==> src/rtl/cmp_pkg.sv <==
// cmp_pkg: shared types and helpers for the sequential magnitude comparator.
//   state_e          FSM state encoding (idle / run / done)
//   CMP_GT/EQ/LT     encoding of a single comparison outcome
//   clog2()          ceiling log2, used to size the chunk index
package cmp_pkg;

  typedef enum logic [1:0] {
    StIdle = 2'd0,
    StRun  = 2'd1,
    StDone = 2'd2
  } state_e;

  localparam logic [1:0] CMP_GT = 2'd0;
  localparam logic [1:0] CMP_EQ = 2'd1;
  localparam logic [1:0] CMP_LT = 2'd2;

  function automatic int unsigned clog2(input int unsigned value);
    int unsigned res;
    int unsigned pow;
    res = 0;
    pow = 1;
    while (pow < value) begin
      pow = pow << 1;
      res = res + 1;
    end
    return res;
  endfunction

endpackage

==> src/rtl/cmp_chunk.sv <==
// cmp_chunk: combinational unsigned comparator for one CHUNK-bit slice.
// Ports:
//   i_a, i_b   slices of operand A and B
//   o_gt       i_a > i_b
//   o_eq       i_a == i_b
//   o_lt       i_a < i_b
module cmp_chunk #(
  parameter int unsigned CHUNK = 4
) (
  input  logic [CHUNK-1:0] i_a,
  input  logic [CHUNK-1:0] i_b,
  output logic             o_gt,
  output logic             o_eq,
  output logic             o_lt
);

  always_comb begin
    o_gt = (i_a > i_b);
    o_eq = (i_a == i_b);
    o_lt = (i_a < i_b);
  end

endmodule

==> src/rtl/cmp_seq.sv <==
// cmp_seq: multi-cycle magnitude comparator, signed or unsigned, scanning MSB-first
// CHUNK bits per cycle and stopping at the first unequal chunk.
// Optional feature macro: CMP_MINMAX_EN adds registered max/min operand outputs.
// Ports:
//   clk, rst_n           clock, asynchronous active-low reset
//   in_valid, in_ready   request handshake; a, b, sign are sampled on accept
//   out_valid, out_ready result handshake; gt/eq/lt held until accepted
//   max, min             larger / smaller operand (CMP_MINMAX_EN only)
module cmp_seq
  import cmp_pkg::*;
#(
  parameter int unsigned WIDTH = 16,
  parameter int unsigned CHUNK = 4
) (
  input  logic             clk,
  input  logic             rst_n,
  input  logic             in_valid,
  output logic             in_ready,
  input  logic [WIDTH-1:0] a,
  input  logic [WIDTH-1:0] b,
  input  logic             sign,
  output logic             out_valid,
  input  logic             out_ready,
  output logic             gt,
  output logic             eq,
  output logic             lt
`ifdef CMP_MINMAX_EN
  ,
  output logic [WIDTH-1:0] max,
  output logic [WIDTH-1:0] min
`endif
);

  localparam int unsigned NCHUNK = WIDTH / CHUNK;
  localparam int unsigned IDXW   = (NCHUNK > 1) ? clog2(NCHUNK) : 1;
  localparam logic [IDXW-1:0] IDX_TOP = IDXW'(NCHUNK - 1);

  state_e           r_state;
  logic [IDXW-1:0]  r_idx;
  logic [WIDTH-1:0] r_a;
  logic [WIDTH-1:0] r_b;
  logic             r_sign;
  logic             r_in_ready;
  logic             r_out_valid;
  logic             r_gt;
  logic             r_eq;
  logic             r_lt;
`ifdef CMP_MINMAX_EN
  logic [WIDTH-1:0] r_max;
  logic [WIDTH-1:0] r_min;
`endif

  logic [CHUNK-1:0] w_ca;
  logic [CHUNK-1:0] w_cb;
  logic             w_ch_gt;
  logic             w_ch_eq;
  logic             w_ch_lt;
  logic             w_flip;
  logic [1:0]       w_res;

  always_comb begin
    w_ca = r_a[r_idx*CHUNK +: CHUNK];
    w_cb = r_b[r_idx*CHUNK +: CHUNK];
  end

  cmp_chunk #(
    .CHUNK (CHUNK)
  ) u_chunk (
    .i_a  (w_ca),
    .i_b  (w_cb),
    .o_gt (w_ch_gt),
    .o_eq (w_ch_eq),
    .o_lt (w_ch_lt)
  );

  // With differing sign bits the top chunk always differs, so the unsigned verdict
  // from that chunk is simply inverted for a two's-complement compare.
  assign w_flip = r_sign & (r_a[WIDTH-1] ^ r_b[WIDTH-1]);

  always_comb begin
    w_res = CMP_EQ;
    unique case ({w_ch_gt, w_ch_eq, w_ch_lt})
      3'b100:  w_res = w_flip ? CMP_LT : CMP_GT;
      3'b001:  w_res = w_flip ? CMP_GT : CMP_LT;
      3'b010:  w_res = CMP_EQ;
      default: w_res = CMP_EQ;
    endcase
  end

  always_ff @(posedge clk or negedge rst_n) begin
    if (!rst_n) begin
      r_state     <= StIdle;
      r_idx       <= '0;
      r_a         <= '0;
      r_b         <= '0;
      r_sign      <= 1'b0;
      r_in_ready  <= 1'b1;
      r_out_valid <= 1'b0;
      r_gt        <= 1'b0;
      r_eq        <= 1'b0;
      r_lt        <= 1'b0;
`ifdef CMP_MINMAX_EN
      r_max       <= '0;
      r_min       <= '0;
`endif
    end else begin
      case (r_state)
        StIdle: begin
          if (in_valid && r_in_ready) begin
            r_a        <= a;
            r_b        <= b;
            r_sign     <= sign;
            r_idx      <= IDX_TOP;
            r_in_ready <= 1'b0;
            r_state    <= StRun;
          end
        end
        StRun: begin
          if ((w_res != CMP_EQ) || (r_idx == '0)) begin
            r_gt        <= (w_res == CMP_GT);
            r_eq        <= (w_res == CMP_EQ);
            r_lt        <= (w_res == CMP_LT);
            r_out_valid <= 1'b1;
            r_state     <= StDone;
`ifdef CMP_MINMAX_EN
            // Equal operands fall into the else arm, giving A on both outputs.
            if (w_res == CMP_GT) begin
              r_max <= r_a;
              r_min <= r_b;
            end else begin
              r_max <= r_b;
              r_min <= r_a;
            end
`endif
          end else begin
            r_idx <= r_idx - 1'b1;
          end
        end
        StDone: begin
          if (out_ready) begin
            r_out_valid <= 1'b0;
            r_in_ready  <= 1'b1;
            r_state     <= StIdle;
          end
        end
        default: begin
          r_out_valid <= 1'b0;
          r_in_ready  <= 1'b1;
          r_state     <= StIdle;
        end
      endcase
    end
  end

  assign in_ready  = r_in_ready;
  assign out_valid = r_out_valid;
  assign gt        = r_gt;
  assign eq        = r_eq;
  assign lt        = r_lt;
`ifdef CMP_MINMAX_EN
  assign max       = r_max;
  assign min       = r_min;
`endif

endmodule
==> config.mk <==
export PLATFORM = sky130hd
export DESIGN_NAME = cmp_seq
export DESIGN_NICKNAME = d
export VERILOG_FILES = /design/src/rtl/cmp_pkg.sv /design/src/rtl/cmp_chunk.sv /design/src/rtl/cmp_seq.sv
export SDC_FILE = /design/constraint.sdc
export NUM_CORES = 1
export LEC_CHECK = 0
export CORE_UTILIZATION = 50
export CTS_CLUSTER_SIZE = 40
export DETAILED_ROUTE_END_ITERATION = 8
export PLACE_DENSITY_LB_ADDON = 0.3
export REMOVE_ABC_BUFFERS = 1
export SLEW_MARGIN = 20
export SYNTH_ARGS = -nofsm -noshare
export SYNTH_HDL_FRONTEND = slang
export SYNTH_SLANG_ARGS = --single-unit
==> constraint.sdc <==
create_clock -name clk -period 2.75 [get_ports clk]
set_clock_uncertainty 0.05 [all_clocks]
set_input_delay 0.4125 -clock clk [delete_from_list [all_inputs] [get_ports clk]]
set_output_delay 0.4125 -clock clk [all_outputs]
set_load 0.005 [all_outputs]
==> impl_metrics.ini, run 1 <==
[place]
dp.final_hpwl_mm = 2.55
place_congestion = 0.739
placed_cell_area_sq_um = 2450
numPortBuffers = 41

[logic_synthesis]
muxShareOfSynthArea_pct = 8.89
synth_edf_count = 0
postSynthAreaPerCell_sq_um = 9.74
synth.cell_area_sq_um = 2030
synth_cell_type_count = 30
ys_seq_elements = 42
synthesis.instances = 208
synth_largest_type_area_fraction_pct = 50.6
post_synth_xor_area_fraction_pct = 0.432
yosys.cell_count.top_type = sky130_fd_sc_hd__nand2_1
netlist.top_cell.by_area = sky130_fd_sc_hd__dfrtp_1
area_fraction_in_compound_gates_after_synthesis_pct = 4.88
synth_fa_ha_area_share_pct = 3.09
synth_area_leaders = sky130_fd_sc_hd__dfrtp_1, sky130_fd_sc_hd__nand2_1, sky130_fd_sc_hd__mux4_2
synth_async_reset_ratio_pct = 100
synth_top_cells_by_count = sky130_fd_sc_hd__nand2_1, sky130_fd_sc_hd__dfrtp_1, sky130_fd_sc_hd__mux4_2, sky130_fd_sc_hd__a21oi_1, sky130_fd_sc_hd__inv_1
synth_top_family_by_area = simple AND/OR/NAND/NOR gates
seq_area_frac_synth_pct = 51.9
synthSimpleGateAreaFrac_pct = 26.3
synthesis.yosys.warnings = 0
dominantRegCellSynth = sky130_fd_sc_hd__dfrtp_1

[sta]
setup-violations-final = 0
rsz0062_at_grt = false
hold_viol_final = 0
final_critical_period_ns = 2.40
slew-limit-headroom_pct = 40.6
report.final.slew_viol_count = 0
min_period_over_period_pct = 87.4
timing.setup.tns_ns = 0
max_freq_mhz = 416
worstMarginPinSlew_ns = 0.891

[clocking]
insertion_delay_ns = 0.30
ctsHoldBuffers = 0
total_setup_buffers_inserted_after_cts = 0
number_of_cells_upsized_or_downsized_after_cts = 0
clkSlewWorstSetupHoldPaths_ns = 0.08
cts-buffers-inserted = 5
clock-sinks = 42
ctsHtreeMaxLevel = 2
cts_tree = built
cts.root.buffer_cell = sky130_fd_sc_hd__clkbuf_8
clockBufferDepth = 2

[critical_path]
critical-path-slowest-cell = sky130_fd_sc_hd__dfrtp_1
start_kind = register
critPathKind = reg -> reg
path_cells = buf_4, mux4_2, ha_1, nand4_4, o31ai_4, nor2_1, a31oi_1
cp.required_ns = 2.93
worstPathArrival_ns = 2.58
timing.critical_path.to_type = register
cpPeakStageDelay_ns = 0.52
crit_fanout = 6

[pwr]
leakagePower_uw = 0.00124
powerDensity_nw_per_um2 = 939
worst_ir_drop_vdd_mv = 0.426

[routing]
detailroute.via_count = 1503
detail-route-antenna-nets = 0
wl_per_cell_um = 12.1
first_iter_violations = 67
detail_route.first_pass.iterations = 4
routed_wirelength_mm = 3.62
met3RoutedLength_um = 145
met2RoutedLength_mm = 1.75
drt-met1-wl_mm = 1.67
top_layer_used_by_detailed_routing = met4
drc = 0
dr_vias_cell = 5.03

[min_path]
worstHoldPathType = in -> async

[global_routing]
maximum_number_of_pins_on_one_net_before_global_route_repair = 43
grt.overflow.total = 0
grt_antenna_before_repair = 0
grt_pass1_wl_mm = 6.51
groute.usage.overall_pct = 20.8
first_global_vias = 1506

[floorplanning]
row_count = 22
die_area_sq_um = 4310
initial_utilization_pct = 53.7
die_x_um = 65.7
die_y_um = 65.7
top_level_ports = 42
core_area_sq_um = 3770

[final_layout]
antenna_cells_inserted = 0
layout-area-overhead-vs-synth_pct = 25.1
utilization_pct = 67.3
nNetsFinal = 292
layout.cell_area.non_filler_sq_um = 2540
post_route_cells_drive_above_1_share_pct = 10.4

[job]
max_cap_viols = 0

[status]
outcome = finished clean
## kinds of logic after synthesis
| family | count (synthesis) |
|---|---|
| AOI/OAI and AO/OA | 14 |
| xor gates and xnor gates | 1 |
| adders and majority gates | 5 |
| buffers and inverters | 15 |
| DFF | 42 |
| muxes | 8 |
| and+or+nand+nor | 123 |
## routing by layer
| metal | vias to the layer above | GRT usage (%) |
|---|---|---|
| li1 | 754 | - |
| met1 | 711 | 25.1 |
| met2 | 33 | 34.3 |
| met3 | 5 | 7.12 |
| met4 | 0 | 7.34 |
| met5 | - | 0 |
## flip-flops by register name, summed over array words and instances (netlist names)
signal	flops
lt	1
gt	1
r_sign	1
r_a	16
in_ready	1
r_idx	2
r_b	16
out_valid	1
r_state	2
eq	1
## per-stage QoR
step                total power (uW)  instances  hold WS (ns)  worst slack [ns]
global placement                1960        291         0.405             0.369
detailed placement              2010        291         0.413             0.323
CTS                             2410        299         0.213             0.294
finish                          2380        299         0.183             0.347
global route                    2590        299         0.251             0.137
floorplan                       1710        199        0.0669             0.421
## cell type report
type / instances / area [sq um]
Inverter: 6 / 22.5
Timing Repair Buffer: 44 / 428
Multi-Input combinational cell: 151 / 883
Tap cell: 48 / 60.1
Fill cell: 320 / 1230
Clock buffer: 5 / 68.8
Clock inverter: 3 / 21.3
Sequential cell: 42 / 1050
## worst paths after layout
check                              start         end  slack [ns]  depth (start not counted)
worst max-delay path            r_idx[0]    r_idx[1]        0.35                          7
worst min-delay path               rst_n  r_state[1]        0.18                          1
worst max register to register  r_idx[0]    r_idx[1]        0.35                          7
worst min register to register        gt          gt        0.43                          2
max in group asynchronous          rst_n      r_a[7]        1.91                          1
min in group clk                      gt          gt        0.43                          2
## worst max-delay path, delay by kind of cell (launching register included)
kind / cells / cell delay [ns]
buf+inv: 1 / 0.23
mux: 1 / 0.50
fa+ha+maj: 1 / 0.37
compound gates: 2 / 0.44
flops: 1 / 0.52
simple gates: 2 / 0.22
## placed cells by master (no fill, tap or decap), drive strengths merged, types with 2 or more instances in the layout
master	count
ha	5
mux4	8
clkdlybuf4s50	40
nand2b	2
nor3	2
clkbuf	5
nor2b	2
buf	4
dfrtp	41
nand2	106
a21oi	6
nor2	5
o31ai	2
inv	6
clkinv	2
o21ai	2
## power by group
group	internal (uW)	switching, uW
Sequential	881	176
Combinational	473	455
Clock	178	217
Power figures use the tool's default switching activity.
==> run 2: changes to the inputs <==
--- a/config.mk
+++ b/config.mk
@@ -10,7 +10,6 @@
 export DETAILED_ROUTE_END_ITERATION = 8
 export PLACE_DENSITY_LB_ADDON = 0.3
 export REMOVE_ABC_BUFFERS = 1
-export SLEW_MARGIN = 20
 export SYNTH_ARGS = -nofsm -noshare
 export SYNTH_HDL_FRONTEND = slang
 export SYNTH_SLANG_ARGS = --single-unit
==> results of run 2 <==
Same layout as run 1: the final DEF is identical, and so are final timing and power.
==> run 3: changes to the inputs <==
--- a/config.mk
+++ b/config.mk
@@ -5,11 +5,13 @@
 export SDC_FILE = /design/constraint.sdc
 export NUM_CORES = 1
 export LEC_CHECK = 0
-export CORE_UTILIZATION = 50
+export CORE_UTILIZATION = 60
 export CTS_CLUSTER_SIZE = 40
 export DETAILED_ROUTE_END_ITERATION = 8
+export DONT_BUFFER_PORTS = 1
 export PLACE_DENSITY_LB_ADDON = 0.3
 export REMOVE_ABC_BUFFERS = 1
+export SETUP_SLACK_MARGIN = 0.02
 export SYNTH_ARGS = -nofsm -noshare
 export SYNTH_HDL_FRONTEND = slang
 export SYNTH_SLANG_ARGS = --single-unit
==> impl_metrics.ini, run 3 (synthesis results as in run 1) <==
[status]
outcome = finished clean

[sta]
layout_setup_ws_ns = 0.315
final_critical_period_ns = 2.43
max_freq_mhz = 411
hold_viol_final = 0
min_period_over_period_pct = 88.5
timing.setup.tns_ns = 0
worstMarginPinSlew_ns = 0.392
report.final.slew_viol_count = 0
slew-limit-headroom_pct = 73.9
hold_ws_ns = 0.103
setup-violations-final = 0
rsz0062_at_grt = false

[final_layout]
layout.cell_area.non_filler_sq_um = 2140
largestRegisters = r_a (16), r_b (16)
post_route_cells_drive_above_1_share_pct = 11.3
final_common_cell = sky130_fd_sc_hd__nand2_1
final_cells = 256
commonest_cells_after_routing_fill_and_taps_aside = sky130_fd_sc_hd__nand2_1, sky130_fd_sc_hd__dfrtp_1, sky130_fd_sc_hd__mux4_2, sky130_fd_sc_hd__inv_1, sky130_fd_sc_hd__a21oi_1
nNetsFinal = 253
antenna_cells_inserted = 0
layout-area-overhead-vs-synth_pct = 5.62

[floorplanning]
initial_utilization_pct = 64.8
die_x_um = 60.1
die_y_um = 60.1
top_level_ports = 42
die_area_sq_um = 3610
row_count = 20
core_area_sq_um = 3130

[routing]
drc = 0
detailroute.via_count = 1399
detail-route-antenna-nets = 0
first_iter_violations = 48
detail_route.first_pass.iterations = 4
dr_vias_cell = 5.46
routed_wirelength_mm = 3.72
wl_per_cell_um = 14.5

[global_routing]
groute.usage.overall_pct = 23.8
first_global_vias = 1466
grt.overflow.total = 0
grt_pass1_wl_mm = 6.11
maximum_number_of_pins_on_one_net_before_global_route_repair = 43
grt_antenna_before_repair = 0

[critical_path]
path_common_cell = sky130_fd_sc_hd__a21oi_1
worstPathArrival_ns = 2.66
critical_path.top_delay_family = compound AO/OA/AOI/OAI gates
r2r-end = gt
timing.critical_path.to_type = register
critical-path-slowest-cell = sky130_fd_sc_hd__mux4_2
reg2regPathDepth = 6
reg2reg_from = r_idx[0]
path_cells = buf_4, mux4_2, ha_1, a21oi_1, a21oi_1, o31ai_1
critPathKind = reg -> reg
cp.required_ns = 2.97
worst-r2r-setup-slack_ns = 0.32
path_buf_inv = 1
crit_fanout = 8
start_kind = register
cpPeakStageDelay_ns = 0.51

[min_path]
min_to = r_b[7]
worstHoldPathType = in -> reg
hp-start = b[7]
holdPathStages = 2

[place]
numPortBuffers = 0
cell_count_after_placement = 246
dp.final_hpwl_mm = 2.58
place_ws_ns = 0.359
place_congestion = 0.785
placed_cell_area_sq_um = 2040

[clocking]
clkSlewWorstSetupHoldPaths_ns = 0.12
clock-sinks = 42
insertion_delay_ns = 0.35
ctsHtreeMaxLevel = 2
cts_tree = built
number_of_cells_upsized_or_downsized_after_cts = 0
clockBufferDepth = 2
total_setup_buffers_inserted_after_cts = 0
cts-buffers-inserted = 5
cts.root.buffer_cell = sky130_fd_sc_hd__clkbuf_4

[job]
max_cap_viols = 0

[pwr]
powerDensity_nw_per_um2 = 1080
leakagePower_uw = 0.00109
worst_ir_drop_vdd_mv = 0.541
[run 3: cell types whose count changed in the layout (fill, tap and decap cells not counted), sizes merged]
cell / change
clkdlybuf4s50: -40
clkbuf: +2
bufinv: +1
clkinvlp: -1
clkinv: -2
dlygate4sd3: +1
[run 3: how the worst max path moves through the flow]
stage | startpoint | endpoint | cells past startpoint
3_5_place_dp | r_idx[0] | r_idx[1] | 7
3_3_place_gp | r_idx[0] | r_idx[1] | 7
4_1_cts | r_idx[0] | r_idx[1] | 7
5_1_grt | r_idx[0] | gt | 6
6_report | r_idx[0] | gt | 6
2_1_floorplan | r_idx[0] | gt | 6
[run 3: repair_timing]
| action | in CTS | in global routing |
|---|---|---|
| endpoints found under the setup margin | 0 | 0 |
| hold endpoints to repair | 42 | 0 |
| hold buffers | 2 | 0 |
[run 3: cell type report]
| class | count | area, sq um |
|---|---|---|
| clock buffer | 7 | 45.0 |
| clock inverter | 1 | 30.0 |
| fill | 239 | 987 |
| inverter | 6 | 22.5 |
| multi-input combinational | 151 | 883 |
| sequential | 42 | 1050 |
| tap | 44 | 55.1 |
| timing repair buffer | 5 | 52.6 |
[run 3: worst reg2reg max path: stages (launching register included)]
cell,delay (ns)
sky130_fd_sc_hd__dfrtp_1,0.48
sky130_fd_sc_hd__buf_4,0.23
sky130_fd_sc_hd__mux4_2,0.51
sky130_fd_sc_hd__ha_1,0.36
sky130_fd_sc_hd__a21oi_1,0.34
sky130_fd_sc_hd__a21oi_1,0.14
sky130_fd_sc_hd__o31ai_1,0.24
[run 3: through the flow]
| step | total power [uW] | util, % |
|---|---|---|
| global placement | 1850 | 65.1 |
| floorplan | 1710 | - |
| finish | 2310 | 68.4 |
| detailed placement | 1910 | 65.1 |
| CTS | 2320 | 68.4 |
| global route | 2480 | 68.4 |
[run 3: layer usage]
metal	GRT usage [%]	up-vias	wire, um
li1	-	679	-
met1	27.1	675	1550
met2	40.0	35	1910
met3	6.71	10	188
met4	13.0	0	79
met5	0	-	0
[run 3: report_power, final]
| group | internal [uW] | switching, uW |
|---|---|---|
| clock network | 193 | 192 |
| logic | 395 | 457 |
| registers | 880 | 193 |
| total | 1470 | 842 |
